==> src/rtl/spi_feeder_pkg.sv <==
// rtl/spi_feeder_pkg.sv - shared state type and sizing helpers for the SPI transmit feeder
package spi_feeder_pkg;

   // Feeder handshake phases; GAP is the enforced cs-high idle time between frames.
   typedef enum logic [2:0] {
      IDLE,
      LAUNCH,
      WAIT_START,
      WAIT_DONE,
      GAP
   } state_t;

   // Index width of a power-of-two FIFO; the pointers carry one extra wrap bit on top.
   function automatic int ptr_w(input int depth);
      return (depth > 1) ? $clog2(depth) : 1;
   endfunction

   // Width of a counter that must hold values 0..n inclusive.
   function automatic int cnt_w(input int n);
      return (n > 0) ? $clog2(n + 1) : 1;
   endfunction

endpackage

==> src/rtl/sync_fifo_ptr.sv <==
// rtl/sync_fifo_ptr.sv - circular byte buffer with wrap-bit pointers and occupancy count
module sync_fifo_ptr #(
   parameter int DW    = 8,
   parameter int DEPTH = 8
) (
   input  logic                   clk,
   input  logic                   rst,
   input  logic                   push,
   input  logic                   pop,
   input  logic [DW-1:0]          wr_data,
   output logic [DW-1:0]          rd_data,
   output logic                   full,
   output logic                   empty,
   output logic [$clog2(DEPTH):0] count
);
   import spi_feeder_pkg::*;

   localparam int AW = ptr_w(DEPTH);

   logic [AW:0]   wptr;
   logic [AW:0]   rptr;
   logic [DW-1:0] mem [DEPTH];

   // Pointers advance on accepted push/pop; the caller has already qualified both.
   always_ff @(posedge clk or posedge rst) begin
      if (rst) begin
         wptr <= '0;
         rptr <= '0;
      end else begin
         if (push) wptr <= wptr + 1'b1;
         if (pop)  rptr <= rptr + 1'b1;
      end
   end

   // Storage is not reset; only entries between the pointers are ever read.
   always_ff @(posedge clk) begin
      if (push) mem[wptr[AW-1:0]] <= wr_data;
   end

   // Head word is visible combinationally so the consumer can latch it on the pop cycle.
   assign rd_data = mem[rptr[AW-1:0]];
   assign count   = wptr - rptr;
   assign empty   = (wptr == rptr);
   assign full    = (wptr[AW] != rptr[AW]) && (wptr[AW-1:0] == rptr[AW-1:0]);

endmodule

==> src/rtl/spi_tx_feeder.sv <==
// rtl/spi_tx_feeder.sv - queues bytes and hands them one at a time to the SPI master via newd/din
module spi_tx_feeder #(
   parameter int DW       = 8,
   parameter int DEPTH    = 8,
   parameter int GAP      = 4,
   parameter int START_TO = 64
) (
   input  logic                   clk,
   input  logic                   rst,
   input  logic                   wr_en,
   input  logic [DW-1:0]          wr_data,
   output logic                   full,
   output logic [$clog2(DEPTH):0] count,
   output logic                   ovf,
   output logic                   err,
   input  logic                   clr_err,
   output logic                   newd,
   output logic [DW-1:0]          din,
   input  logic                   cs,
   output logic                   busy,
   output logic                   sent
);
   import spi_feeder_pkg::*;

   localparam int TW = cnt_w(START_TO);
   localparam int GW = (GAP > 1) ? $clog2(GAP) : 1;

   state_t        state;
   logic          cs_q;
   logic          fall;
   logic          rise;
   logic          empty;
   logic          launch;
   logic          push;
   logic          drop;
   logic          timeout;
   logic [DW-1:0] head;
   logic [TW-1:0] tmr;
   logic [GW-1:0] gcnt;

   sync_fifo_ptr #(
      .DW    (DW),
      .DEPTH (DEPTH)
   ) u_fifo (
      .clk     (clk),
      .rst     (rst),
      .push    (push),
      .pop     (launch),
      .wr_data (wr_data),
      .rd_data (head),
      .full    (full),
      .empty   (empty),
      .count   (count)
   );

   // cs is in our clock domain, so a single register is enough for edge detection.
   always_ff @(posedge clk or posedge rst) begin
      if (rst) cs_q <= 1'b1;
      else     cs_q <= cs;
   end

   assign fall = cs_q & ~cs;
   assign rise = ~cs_q & cs;

   // A new frame only starts from IDLE with data queued and the bus released.
   assign launch  = (state == IDLE) && !empty && cs;
   // Popping frees a slot in the same cycle, so a write at full is still taken then.
   assign push    = wr_en & (~full | launch);
   assign drop    = wr_en & full & ~launch;
   // tmr counts newd-high cycles including LAUNCH, so newd is held exactly START_TO cycles.
   assign timeout = (state == WAIT_START) && !fall && (tmr >= TW'(START_TO - 1));

   // Sticky status flags; a clear in the same cycle as a set wins.
   always_ff @(posedge clk or posedge rst) begin
      if (rst) begin
         ovf <= 1'b0;
         err <= 1'b0;
      end else if (clr_err) begin
         ovf <= 1'b0;
         err <= 1'b0;
      end else begin
         if (drop)    ovf <= 1'b1;
         if (timeout) err <= 1'b1;
      end
   end

   // Frame sequencer: launch, wait for cs fall (or give up), wait for cs rise, then idle gap.
   always_ff @(posedge clk or posedge rst) begin
      if (rst) begin
         state <= IDLE;
         newd  <= 1'b0;
         din   <= '0;
         busy  <= 1'b0;
         sent  <= 1'b0;
         tmr   <= '0;
         gcnt  <= '0;
      end else begin
         sent <= 1'b0;
         case (state)
            IDLE: begin
               if (launch) begin
                  din   <= head;
                  newd  <= 1'b1;
                  busy  <= 1'b1;
                  state <= LAUNCH;
               end
            end
            LAUNCH: begin
               tmr   <= TW'(1);
               state <= WAIT_START;
            end
            WAIT_START: begin
               if (fall) begin
                  newd  <= 1'b0;
                  state <= WAIT_DONE;
               end else if (timeout) begin
                  newd <= 1'b0;
                  gcnt <= '0;
                  if (GAP == 0) begin
                     busy  <= 1'b0;
                     state <= IDLE;
                  end else begin
                     state <= spi_feeder_pkg::GAP;
                  end
               end else begin
                  tmr <= tmr + 1'b1;
               end
            end
            WAIT_DONE: begin
               if (rise) begin
                  sent <= 1'b1;
                  gcnt <= '0;
                  if (GAP == 0) begin
                     busy  <= 1'b0;
                     state <= IDLE;
                  end else begin
                     state <= spi_feeder_pkg::GAP;
                  end
               end
            end
            spi_feeder_pkg::GAP: begin
               if (gcnt == GW'(GAP - 1)) begin
                  busy  <= 1'b0;
                  state <= IDLE;
               end else begin
                  gcnt <= gcnt + 1'b1;
               end
            end
            default: begin
               newd  <= 1'b0;
               busy  <= 1'b0;
               state <= IDLE;
            end
         endcase
      end
   end

endmodule

==> config.mk <==
export PLATFORM = sky130hd
export DESIGN_NAME = spi_tx_feeder
export DESIGN_NICKNAME = d
export VERILOG_FILES = /design/src/rtl/spi_feeder_pkg.sv /design/src/rtl/sync_fifo_ptr.sv /design/src/rtl/spi_tx_feeder.sv
export SDC_FILE = /design/constraint.sdc
export NUM_CORES = 1
export LEC_CHECK = 0
export BUFFER_PORTS_ARGS = -buffer_cell sky130_fd_sc_hd__buf_2
export CAP_MARGIN = 20
export CORE_UTILIZATION = 59
export CTS_BUF_LIST = sky130_fd_sc_hd__clkbuf_16
export DETAILED_ROUTE_END_ITERATION = 10
export PLACE_DENSITY = 0.76
export SYNTH_ARGS = -nofsm -noshare
export SYNTH_HDL_FRONTEND = slang
export SYNTH_SLANG_ARGS = --single-unit
==> constraint.sdc <==
create_clock -name clk -period 3.9 [get_ports clk]
set_input_delay 0.585 -clock clk [delete_from_list [all_inputs] [get_ports clk]]
set_output_delay 0.585 -clock clk [all_outputs]
set_load 0.02 [all_outputs]
# --- After elaboration in Yosys (flattened, before gate mapping) ---
# Memories as Yosys holds them, arrays and structs flattened. A register that Yosys moved wholly into a read port is not among the register bits.
# Cells that the tools add are included.
totals:
  reg_bits: 26
  ramBits: 64
  in_bits: 13
  wordCells: 94
  memories: 1
classes:
  addsub: 5
  n_lt_le_gt_ge: 1
  eq_ne: 16
  muxes: 28
  n_bitwise: 12
  n_reduce_logical: 20
mem_list:
  columns: ["memory", "words", "width", "read_ports", "rd_clocked_by_memory_dff", "wr", "line", "text"]
  rows:
  - ["u_fifo.mem", 8, 8, 1, 1, 1, "sync_fifo_ptr.sv:22", "logic [DW-1:0] mem [DEPTH];"]
op_table:
  columns: ["cell", "n"]
  rows:
  - ["3-bit 2-to-1 mux", 5]
  - ["3-bit one-hot mux with 5 select lines", 1]
  - ["7-bit 2-to-1 mux", 2]
  - ["2-bit != test, second input constant", 7]
  - ["7-bit one-hot mux with 2 select lines", 1]
  - ["1-bit 2-to-1 mux", 12]
  - ["3-bit AND reduction", 3]
  - ["4-bit by 1-bit adder with 4-bit output, second input constant", 2]
  - ["2-bit 2-to-1 mux", 4]
  - ["7-bit by 1-bit adder with 7-bit output, second input constant", 1]
  - ["7-bit by 6-bit >= comparator with 1-bit output, second input constant", 1]
  - ["3-bit by 2-bit == test with 1-bit output, second input constant", 2]
  - ["1-bit NOT", 6]
  - ["1-bit one-hot mux with 3 select lines", 2]
  - ["2-bit one-hot mux with 3 select lines", 1]
  - ["2-bit nonzero test", 3]
  - ["3-bit OR reduction", 2]
  - ["1-bit bitwise AND", 5]
  - ["1-bit logical AND", 5]
  - ["5-bit AND reduction", 1]
  - ["4-bit == test", 1]
  - ["4-bit AND reduction", 1]
  - ["4-bit subtractor", 1]
  - ["3-bit by 1-bit == test with 1-bit output, second input constant", 1]
  - ["other kinds (11)", 12]

# --- Logic depth before layout (Yosys ltp) ---
# Gate-level depths: netlist (run 1).
logic_depth:
  ltp_word: 8
  depth_mapped: 9

# --- Cells and area by module ---
# Synthesis (run 1) repeated with hierarchy kept, for this count alone.
hier_totals:
  hier_cells: 279
  hier_area_um2: 4282.9
modules_own_cells:
  columns: ["mod", "n_inst", "cells_each", "area_per_inst_um2"]
  rows:
  - ["sync_fifo_ptr", 1, 165, 2952.8]
  - ["spi_tx_feeder", 1, 114, 1330.0]

# --- Least setup slack after synthesis (run 1) ---
# OpenSTA, ideal clock, no wires.
synth_timing:
  path_kind: "reg-to-reg"
  startpoint: "register u_fifo.rptr[1]"
  endpoint: "memory u_fifo.mem[0][0], enable pin"
  setup_ps: 395
  t_arrival_ps: 2587
  path_slack_ps: 919
  path_stages_with_launch: 8
  n_path_buf: 2
  synth_period_minus_slack_ps: 2981
  cell_sequence: "dfrtp_1 -> clkbuf_1 -> clkbuf_1 -> inv_1 -> ha_1 -> nand3_1 -> o31ai_2 -> nor4_1"
synth_between:
  elab_chain_len: 8
synth_lines:
  columns: ["item", "line", "text"]
  rows:
  - ["start, declared", "sync_fifo_ptr.sv:21", "logic [AW:0] rptr;"]
  - ["start signal, assigned", "sync_fifo_ptr.sv:31", "if (pop) rptr <= rptr + 1'b1;"]
  - ["4-bit == test", "sync_fifo_ptr.sv:43", "assign empty = (wptr == rptr);"]
  - ["1-bit zero test", "spi_tx_feeder.sv:66", "assign launch = (state == IDLE) && !empty && cs;"]
  - ["1-bit logical AND (2 in a row)", "spi_tx_feeder.sv:66", null]
  - ["1-bit bitwise OR (*)", "spi_tx_feeder.sv:68", "assign push = wr_en & (~full | launch);"]
  - ["1-bit bitwise AND (*)", "spi_tx_feeder.sv:68", null]
  - ["1-bit 2-to-1 mux (*)", "sync_fifo_ptr.sv:37", "if (push) mem[wptr[AW-1:0]] <= wr_data;"]
  - ["1-bit 2-to-1 mux (not written as such) (*)", "sync_fifo_ptr.sv:37", null]
  - ["end, declared", "sync_fifo_ptr.sv:22", null]
# Every way passes the cells marked *; elsewhere a longest branch is shown, timed or not.

# --- Worst setup path after layout (run 1) ---
layout_timing:
  startpoint: "register u_fifo.rptr[2]"
  endpoint: "register u_fifo.wptr[3]"
layout_between:
  elab_chain_len: 6
layout_lines:
  columns: ["item", "line", "text"]
  rows:
  - ["4-bit == test", "sync_fifo_ptr.sv:43", null]
  - ["1-bit zero test", "spi_tx_feeder.sv:66", null]
  - ["1-bit logical AND (2 in a row)", "spi_tx_feeder.sv:66", null]
  - ["1-bit bitwise OR (*)", "spi_tx_feeder.sv:68", null]
  - ["1-bit bitwise AND (*)", "spi_tx_feeder.sv:68", null]
  - ["end signal, assigned", "sync_fifo_ptr.sv:30", "if (push) wptr <= wptr + 1'b1;"]
  - ["end, declared", "sync_fifo_ptr.sv:20", "logic [AW:0] wptr;"]
# Marks and branches as above.
# A chain may end at the register's enable or synchronous reset.

==> results of run 1 <==
-- kinds of logic after synthesis --
| group | synth area share |
|---|---|
| xor gates and xnor gates | 0.0212 |
| buffers and inverters | 0.0225 |
| AOI/OAI and AO/OA | 0.0580 |
| and+or+nand+nor | 0.0798 |
| adders and majority gates | 0.0261 |
| DFF | 0.673 |
| muxes | 0.120 |
-- layout make-up --
cell class	instances	area share
flip-flops and latches	98	0.591
multi-input cells	147	0.268
clock buffers	9	0.0480
repair buffers	39	0.0464
well taps	80	0.0213
clock inverters	7	0.0160
inverters	12	0.00960
-- report_power, final --
part	switching (mW)	leakage [nW]	internal, mW
Combinational	0.802	0.701	0.584
Clock	0.373	0.144	0.501
Sequential	0.170	1.00	1.36
-- stage by stage --
step | area [um^2] | util | total power [mW] | setup WS (ps) | hold WS, ps
2_1_floorplan | 4120 | - | 2.53 | 919 | 446
3_3_place_gp | 4390 | 0.650 | 2.89 | 1360 | 457
3_5_place_dp | 4390 | 0.650 | 2.94 | 1260 | 468
4_1_cts | 4690 | 0.695 | 3.82 | 1220 | 286
5_1_grt | 4690 | 0.695 | 4.01 | 953 | 317
6_report | 4690 | 0.695 | 3.79 | 1230 | 267
-- registers in the layout, summed over array words and instances, names as in the netlist --
name and count:
busy 1, cs_q 1, din 8, err 1, gcnt 2, newd 1, ovf 1, sent 1
state 3, tmr 7, u_fifo.mem 64, u_fifo.rptr 4, u_fifo.wptr 4
-- worst paths after layout --
kind	from	to	slack (ps)
max reg2reg	u_fifo.rptr[2]$_DFFE_PP0P_	u_fifo.wptr[3]$_DFFE_PP0P_	1230
max in group asynchronous	rst	cs_q$_DFF_PP1_	2900
max	u_fifo.rptr[2]$_DFFE_PP0P_	u_fifo.wptr[3]$_DFFE_PP0P_	1230
min in group clk	cs	cs_q$_DFF_PP1_	390
min	rst	newd$_DFFE_PP0P_	270
min reg2reg	gcnt[0]$_DFFE_PP0P_	gcnt[0]$_DFFE_PP0P_	470
-- layout by cell type (no fill, tap or decap), drive strengths merged, types with 2 or more instances in the layout --
master and n:
dfrtp 33, mux2 2, and4 2, a21oi 5
nand4 2, nor3 7, clkbuf 9, mux4 16
nand2 20, ha 7, nand2b 5, xnor2 6
a31oi 2, nor4b 2, xor2 4, buf 39
a21o 3, nand3 2, clkinvlp 2, o21ai 15
a211oi 3, nand3b 2, edfxtp 64, inv 16
nor2 16, mux2i 11, nor2b 3
-- metal layers --
layer / global-route usage / vias up
met5: 0 / -
met3: 0.0539 / 14
met2: 0.396 / 44
li1: - / 1085
met1: 0.285 / 1180
met4: 0.0848 / 0
==> reports/results.txt, run 1 <==
HP Class -> in -> async
Critical path's top delay family -> compound AO/OA/AOI/OAI gates
Count leader, synth -> edfxtp_1
Synth area leaders -> edfxtp_1 (47%), dfrtp_1 (20%), mux4_2 (8.7%), mux2i_1 (2.7%), ha_1 (2.1%)
Layout cells sized above 1 -> 0.250
Status -> finished, final reports clean
Flops & latches, synth -> 98
Post-route DRC -> 0
Setup violators final -> 0
Ant. Diodes -> 0
Post-Syn Area per Cell -> 15.5 um^2
Critical Path Stages -> 6
CP Max Fanout -> 10
Final antenna-violating net count -> 0
Pins Over Slew Limit -> 0
Via count -> 2,323
Largest net degree at the start of global routing -> 23
Total wire length -> 7.34 mm
CTS tree -> yes
Met2 WL -> 3.81 mm
Pwr Density -> 807 nW/um^2
Critical path class -> reg -> reg
YS warnings -> 0
Clock Sinks -> 98
Area leader, netlist -> edfxtp_1
# hold bufs at CTS -> 0
Max Fclk -> 0.375 GHz
Static Leak -> 1.85 nW
Period utilization -> 0.684
DP Cell Count -> 376
Share of flip-flops with an asynchronous set or reset -> 0.347
Setup crit end kind -> register
Required time of the critical path -> 4080 ps
CP arrival -> 2840 ps
Starting Density -> 0.610
RSZ-0062 raised after global routing -> false
Root Driver -> clkbuf_16
Nets@finish -> 328
Post-synth EDFFs -> 64
Final Hold Viols -> 0
CTS clock-pin slew for the worst setup and hold paths -> 60 ps
Initial antenna violation count -> 0
Port Buffer Count -> 30
Routed WL per cell -> 18.7 um
Peak VDD IR -> 0.386 mV
Slew HR -> 0.434
Cts bufs inserted -> 9
Postcts setup bufs -> 0
All-Layer GR Usage -> 0.229
Fillers -> 441
Synth top area share -> 0.466
Highest routed layer -> met4
Mapped Nets -> 287
Drt first pass iters -> 4
CP max stage delay -> 750 ps
Sequential fraction of the synthesis area -> 0.673
Prevailing post-synth register cell -> edfxtp_1
Met1 wire length -> 3.20 mm
Clock buffer depth -> 2
FF-to-FF path depth -> 6
Grt ovf -> 0
Slowest-stage cell, CP -> o311ai_0
Count of different cell masters after synthesis -> 43
Area Growth Syn to Fin -> 13.8%
Dpl hpwl -> 5.06 mm
Slew @ Worst Pin -> 846 ps
H-tree depth -> 3
RD Place Congestion -> 0.830
Commonest cells in the netlist -> edfxtp_1 (64), dfrtp_1 (33), nand2_1 (20), mux4_2 (16), nor2_1 (16)
Site Rows -> 30
Worst Skew -> 6.18 ps
FF+latch area -> 2770 um^2
Resize count post-CTS -> 0
Horiz. Die Dim -> 85.6 um
Non-Filler Instances -> 392
Max-Cap Viols -> 0
Kind of start point of the critical path -> register
Clock latency on the worst-skew pair -> 340 ps
Multi-input logic area -> 1260 um^2
Cell Area, Synth -> 4120 um^2
Number of cells produced by synthesis -> 266
DR iter-0 viols -> 128
DIE AREA -> 7330 um^2
First-pass GRT wire length -> 12.1 mm
Core area -> 6760 um^2
Buf/Inv on CP -> 1
I/O pins -> 31
Final min period -> 2670 ps
Vias in the first global route -> 2,391
Vias per inst -> 5.93
Die height -> 85.6 um
Fin Setup TNS -> 0 ps
Met3 WL post-DR -> 212 um
CP Cell Sequence -> inv_2, ha_1, nand3_1, o311ai_0, nor2_1, xor2_1
No activity file was read; power rests on OpenSTA's default activity.
==> run 2, diff against run 1 <==
- clock period: 3.9 -> 2.6 ns (I/O delays scaled with it)
==> run 2 against run 1 <==
Effect of this change:
- non-clock buffer count grew 6
- critical path depth shrank 1
- clock skew is essentially flat
- largest cell class unchanged
- die area is the same
- core utilization grew 1.5 points
- sequential power grew 50%
- hold slack lost 140 ps
- worst setup slack lost 1000 ps
==> reports/results.txt, run 2 (same netlist as run 1, synthesis figures left out) <==
First-pass GRT wire length -> 12.7 mm (was 12.1 mm)
CP Cell Sequence -> inv_1, ha_1, fa_1, xnor2_1, buf_2 (was inv_2, ha_1, nand3_1, o311ai_0, nor2_1, xor2_1)
M2 GR Usage -> 0.414 (was 0.396)
Net Sw Power -> 2.08 mW (was 1.35 mW)
HP Class -> in -> async (unchanged)
FF+latch area -> 2770 um^2 (unchanged)
Pins Over Slew Limit -> 0 (unchanged)
Clock Sinks -> 98 (unchanged)
Final Hold Viols -> 0 (unchanged)
H-tree depth -> 3 (unchanged)
Routed WL per cell -> 20.6 um (was 18.7 um)
Overall power -> 5.99 mW (was 3.79 mW)
Met1 GRT Util -> 0.302 (was 0.285)
Port Buffer Count -> 30 (unchanged)
Setup violators final -> 0 (unchanged)
Slowest-stage cell, CP -> dfrtp_1 (was o311ai_0)
Horiz. Die Dim -> 85.6 um (unchanged)
I/O pins -> 31 (unchanged)
Die height -> 85.6 um (unchanged)
Core area -> 6760 um^2 (unchanged)
CP Max Fanout -> 7 (was 10)
Critical path's top delay family -> adder cells (was compound AO/OA/AOI/OAI gates)
Comb power frac -> 0.365 (was 0.366)
Resize count post-CTS -> 0 (unchanged)
Setup crit end kind -> primary output (was register)
Final min period -> 2370 ps
Max Fclk -> 0.423 GHz
Met3 usage -> 0.0635 (was 0.0539)
DP Cell Count -> 382 (was 376)
Period utilization -> 0.910
Power Internal -> 3.91 mW (was 2.44 mW)
DIE AREA -> 7330 um^2 (unchanged)
Area Growth Syn to Fin -> 16.3% (was 13.8%)
Root Driver -> clkbuf_16 (unchanged)
Slew @ Worst Pin -> 763 ps (was 846 ps)
Site Rows -> 30 (unchanged)
Static Leak -> 1.91 nW (was 1.85 nW)
Commonest non-fill, non-tap cells in the layout -> edfxtp_1 (64), dfrtp_1 (33), buf_2 (30), nand2_1 (20), mux4_2 (16) (was edfxtp_1 (64), dfrtp_1 (33), buf_2 (30), nand2_1 (20))
All-Layer GR Usage -> 0.246 (was 0.229)
Fillers -> 464 (was 441)
Grt ovf -> 0 (unchanged)
CP arrival -> 1980 ps (was 2840 ps)
Clock buffer depth -> 2 (unchanged)
Multi-input logic area -> 1270 um^2 (was 1260 um^2)
Commonest non-fill, non-tap cell in the layout -> edfxtp_1 (unchanged)
RSZ-0062 raised after global routing -> false (unchanged)
CTS clock-pin slew for the worst setup and hold paths -> 70 ps (was 60 ps)
DR iter-0 viols -> 89 (was 128)
Sw Ratio -> 0.347 (was 0.355)
Cts bufs inserted -> 9 (unchanged)
Peak VDD IR -> 0.752 mV (was 0.386 mV)
Sequential share of power -> 0.382 (was 0.403)
Post-route DRC -> 0 (unchanged)
Buf/Inv on CP -> 2 (was 1)
Final antenna-violating net count -> 0 (unchanged)
Max reg flops -> 64 (unchanged)
Clock latency on the worst-skew pair -> 340 ps (about the same)
Via count -> 2,390 (was 2,323)
Pwr Density -> 1250 nW/um^2 (was 807 nW/um^2)
Clk pwr share -> 0.252 (was 0.231)
# hold bufs at CTS -> 0 (unchanged)
Required time of the critical path -> 2210 ps (was 4080 ps)
CP max stage delay -> 490 ps (was 750 ps)
Initial antenna violation count -> 0 (unchanged)
Worst Skew -> 6.27 ps (was 6.18 ps)
Layout cells sized above 1 -> 0.274 (was 0.250)
Drt first pass iters -> 4 (unchanged)
Status -> finished, final reports clean (unchanged)
RD Place Congestion -> 0.830 (about the same)
Critical path class -> reg -> out (was reg -> reg)
Max-Cap Viols -> 0 (unchanged)
Vias in the first global route -> 2,436 (was 2,391)
Slew HR -> 0.490 (was 0.434)
Nets@finish -> 334 (was 328)
Largest net degree at the start of global routing -> 35 (was 23)
Most Crowded Layer GR -> met2 (unchanged)
Total wire length -> 8.19 mm (was 7.34 mm)
Vias per inst -> 6.01 (was 5.93)
Kind of start point of the critical path -> register (unchanged)
Starting Density -> 0.610 (unchanged)
Non-Filler Instances -> 398 (was 392)
CTS tree -> yes (unchanged)
Dpl hpwl -> 5.64 mm (was 5.06 mm)
Postcts setup bufs -> 0 (unchanged)
Ant. Diodes -> 0 (unchanged)
run 2: cell type report:
cell class                 count  area share
clock inverter                 7      0.0243
tap                           80      0.0209
multi-input combinational    147       0.265
sequential                    98       0.579
timing repair buffer          45      0.0548
inverter                      12     0.00940
clock buffer                   9      0.0470
run 2: routing by layer:
metal  routed length (um)  vias up
li1                     -     1091
met1                 3420     1211
met2                 4130       69
met3                  379       19
met4                  268        0
met5                    0        -
run 2: worst reg2reg max path, cell delays in order (launching register included):
cell and delay, ps:
dfrtp_1 490, inv_1 100, ha_1 310, nand3_1 100
o311ai_1 630, nor2_1 390
run 2: worst paths after layout:
check,startpoint,to,slack (ps),cells after the start
hold reg to reg,din[0]$_DFFE_PP0P_,din[0]$_DFFE_PP0P_,480,2
min in group clk,cs,cs_q$_DFF_PP1_,190,1
hold / removal,rst,tmr[1]$_DFFE_PP0P_,130,3
setup / recovery,u_fifo.wptr[0]$_DFFE_PP0P_,count[2],230,5
max in group asynchronous,rst,cs_q$_DFF_PP1_,2140,3
setup reg to reg,u_fifo.wptr[0]$_DFFE_PP0P_,u_fifo.mem[5][4]$_DFFE_PP_,250,5
run 2: power by group through the flow:
stage	clock network, mW	registers [mW]	logic, mW
floorplan	0	2.33	1.48
global placement	0	2.29	2.17
detailed placement	0	2.31	2.20
CTS	1.53	2.29	2.22
global route	1.58	2.33	2.41
finish	1.51	2.29	2.19
run 2: stage by stage:
| stage | instance area (um^2) | hold slack [ps] | utilization | setup TNS [ps] | worst slack, ps |
|---|---|---|---|---|---|
| floorplan | 4140 | 394 | - | -6010 | -203 |
| global placement | 4450 | 460 | 0.659 | 0 | 376 |
| detailed placement | 4450 | 472 | 0.659 | 0 | 262 |
| CTS | 4790 | 127 | 0.709 | 0 | 223 |
| global route | 4790 | 155 | 0.709 | 0 | 86.9 |
| finish | 4790 | 129 | 0.709 | 0 | 234 |
==> run 3, diff against run 2 <==
- CORE_UTILIZATION: 59 -> 64
- PLACE_DENSITY: 0.76 -> 0.82
- clock period: 2.6 -> 3.05 ns (I/O delays scaled with it)
==> run 3 against run 2 <==
Effect of this change:
- sequential share of layout area is 1.0 points higher
- critical endpoint is now u_fifo.mem[6][5]$_DFFE_PP_
- final cell count is 0.75% lower
- clock skew is 2.8 ps higher
- non-clock buffer count is 2 higher
- routed wire length is 4.1% lower
- worst setup slack better by 230 ps
==> reports/results.txt, run 3 (same netlist as run 1, synthesis figures left out) <==
Routed WL per cell -> 19.9 um (was 20.6 um)
CP Max Fanout -> 8 (was 7)
Cts bufs inserted -> 9 (unchanged)
Worst Skew -> 9.03 ps (was 6.27 ps)
Clock Sinks -> 98 (unchanged)
Final Hold Viols -> 0 (unchanged)
Setup crit end kind -> register (was primary output)
Starting Density -> 0.680 (was 0.610)
Area Growth Syn to Fin -> 14.3% (was 16.3%)
CTS clock-pin slew for the worst setup and hold paths -> 60 ps (was 70 ps)
Fillers -> 336 (was 464)
Vias in the first global route -> 2,452 (was 2,436)
Max reg flops -> 64 (unchanged)
Core area -> 6060 um^2 (was 6760 um^2)
# hold bufs at CTS -> 0 (unchanged)
Resize count post-CTS -> 0 (unchanged)
I/O pins -> 31 (unchanged)
Ant. Diodes -> 0 (unchanged)
Slew HR -> 0.326 (was 0.490)
Postcts setup bufs -> 0 (unchanged)
Root Driver -> clkbuf_16 (unchanged)
Max Fclk -> 0.387 GHz
H-tree depth -> 3 (unchanged)
Clock latency on the worst-skew pair -> 340 ps (about the same)
Kind of start point of the critical path -> register (unchanged)
Initial antenna violation count -> 0 (unchanged)
Pins Over Slew Limit -> 0 (unchanged)
CTS tree -> yes (unchanged)
Port Buffer Count -> 30 (unchanged)
Horiz. Die Dim -> 82.3 um (was 85.6 um)
CP arrival -> 2680 ps (was 1980 ps)
Commonest non-fill, non-tap cell in the layout -> edfxtp_1 (unchanged)
Total wire length -> 7.85 mm (was 8.19 mm)
All-Layer GR Usage -> 0.267 (was 0.246)
Setup WS post-layout -> 468 ps (was 234 ps)
Final antenna-violating net count -> 0 (unchanged)
Post-route DRC -> 0 (unchanged)
Hold Slack -> 217 ps (was 129 ps)
Slew @ Worst Pin -> 998 ps (was 763 ps)
Dpl hpwl -> 5.11 mm (was 5.64 mm)
Period utilization -> 0.847
Clock buffer depth -> 2 (unchanged)
Required time of the critical path -> 3150 ps (was 2210 ps)
Nets@finish -> 336 (was 334)
DIE AREA -> 6770 um^2 (was 7330 um^2)
FF-to-FF path depth -> 6 (was 5)
DR iter-0 viols -> 113 (was 89)
Layout cells sized above 1 -> 0.266 (was 0.274)
Via count -> 2,415 (was 2,390)
First-pass GRT wire length -> 12.2 mm (was 12.7 mm)
Status -> finished, final reports clean (unchanged)
Critical path class -> reg -> reg (was reg -> out)
Largest net degree at the start of global routing -> 35 (unchanged)
Max-Cap Viols -> 0 (unchanged)
Peak VDD IR -> 1.09 mV (was 0.752 mV)
HP Class -> in -> async (unchanged)
Fin Setup TNS -> 0 ps (unchanged)
RSZ-0062 raised after global routing -> false (unchanged)
Pwr Density -> 1020 nW/um^2 (was 1250 nW/um^2)
Setup WS pre-CTS -> 468 ps (was 262 ps)
Drt first pass iters -> 5 (was 4)
Static Leak -> 1.88 nW (was 1.91 nW)
Setup violators final -> 0 (unchanged)
Grt ovf -> 0 (unchanged)
Site Rows -> 28 (was 30)
Die height -> 82.3 um (was 85.6 um)
Post-layout util -> 0.777 (was 0.709)
RD Place Congestion -> 0.773 (was 0.830)
Commonest non-fill, non-tap cells in the layout -> edfxtp_1 (64), dfrtp_1 (33), buf_2 (30), nand2_1 (20) (was edfxtp_1 (64), dfrtp_1 (33), buf_2 (30), nand2_1 (20), mux4_2 (16))
Final min period -> 2580 ps
Vias per inst -> 6.11 (was 6.01)
[run 3: layout make-up]
| class | count | area (um^2) | share of cell area |
|---|---|---|---|
| clock buffer | 9 | 225 | 0.0478 |
| timing repair buffer | 47 | 278 | 0.0590 |
| sequential | 98 | 2770 | 0.589 |
| clock inverter | 7 | 38.8 | 0.00823 |
| multi-input combinational | 147 | 1260 | 0.267 |
| inverter | 12 | 45.0 | 0.00956 |
| tap | 75 | 93.8 | 0.0199 |
[run 3: path summary, 6_finish.rpt]
check | from | end | slack (ps)
max | u_fifo.wptr[0]$_DFFE_PP0P_ | u_fifo.mem[6][5]$_DFFE_PP_ | 470
min | rst | tmr[1]$_DFFE_PP0P_ | 220
max reg2reg | u_fifo.wptr[0]$_DFFE_PP0P_ | u_fifo.mem[6][5]$_DFFE_PP_ | 470
min reg2reg | din[5]$_DFFE_PP0P_ | din[5]$_DFFE_PP0P_ | 480
max in group asynchronous | rst | cs_q$_DFF_PP1_ | 2480
min in group clk | cs | cs_q$_DFF_PP1_ | 260
[run 3: where the power goes]
| group | total, mW | internal [mW] | switching [mW] |
|---|---|---|---|
| logic | 1.85 | 0.786 | 1.06 |
| clock network | 1.01 | 0.545 | 0.461 |
| registers | 1.94 | 1.73 | 0.204 |
[run 3: metrics by stage]
step,total power [mW],instances,area [um^2]
after floorplan,3.24,266,4120
after global placement,3.72,376,4420
after detailed placement,3.80,378,4440
after CTS,4.84,394,4700
after global routing,5.07,395,4710
final,4.79,395,4710
[run 3: layer usage]
metal | share of wire | routed length (um) | global-route usage | vias up
li1 | - | - | - | 1099
met1 | 0.39 | 3070 | 0.309 | 1224
met2 | 0.54 | 4270 | 0.480 | 78
met3 | 0.045 | 356 | 0.0418 | 14
met4 | 0.019 | 152 | 0.137 | 0
met5 | 0 | 0 | 0 | -
[run 3: critical path, stage by stage, from the launching register on]
cell and delay (ps):
dfrtp_1 470, inv_1 90, ha_1 300, nand3_1 200, o311ai_0 880, nor2_1 160, buf_4 230
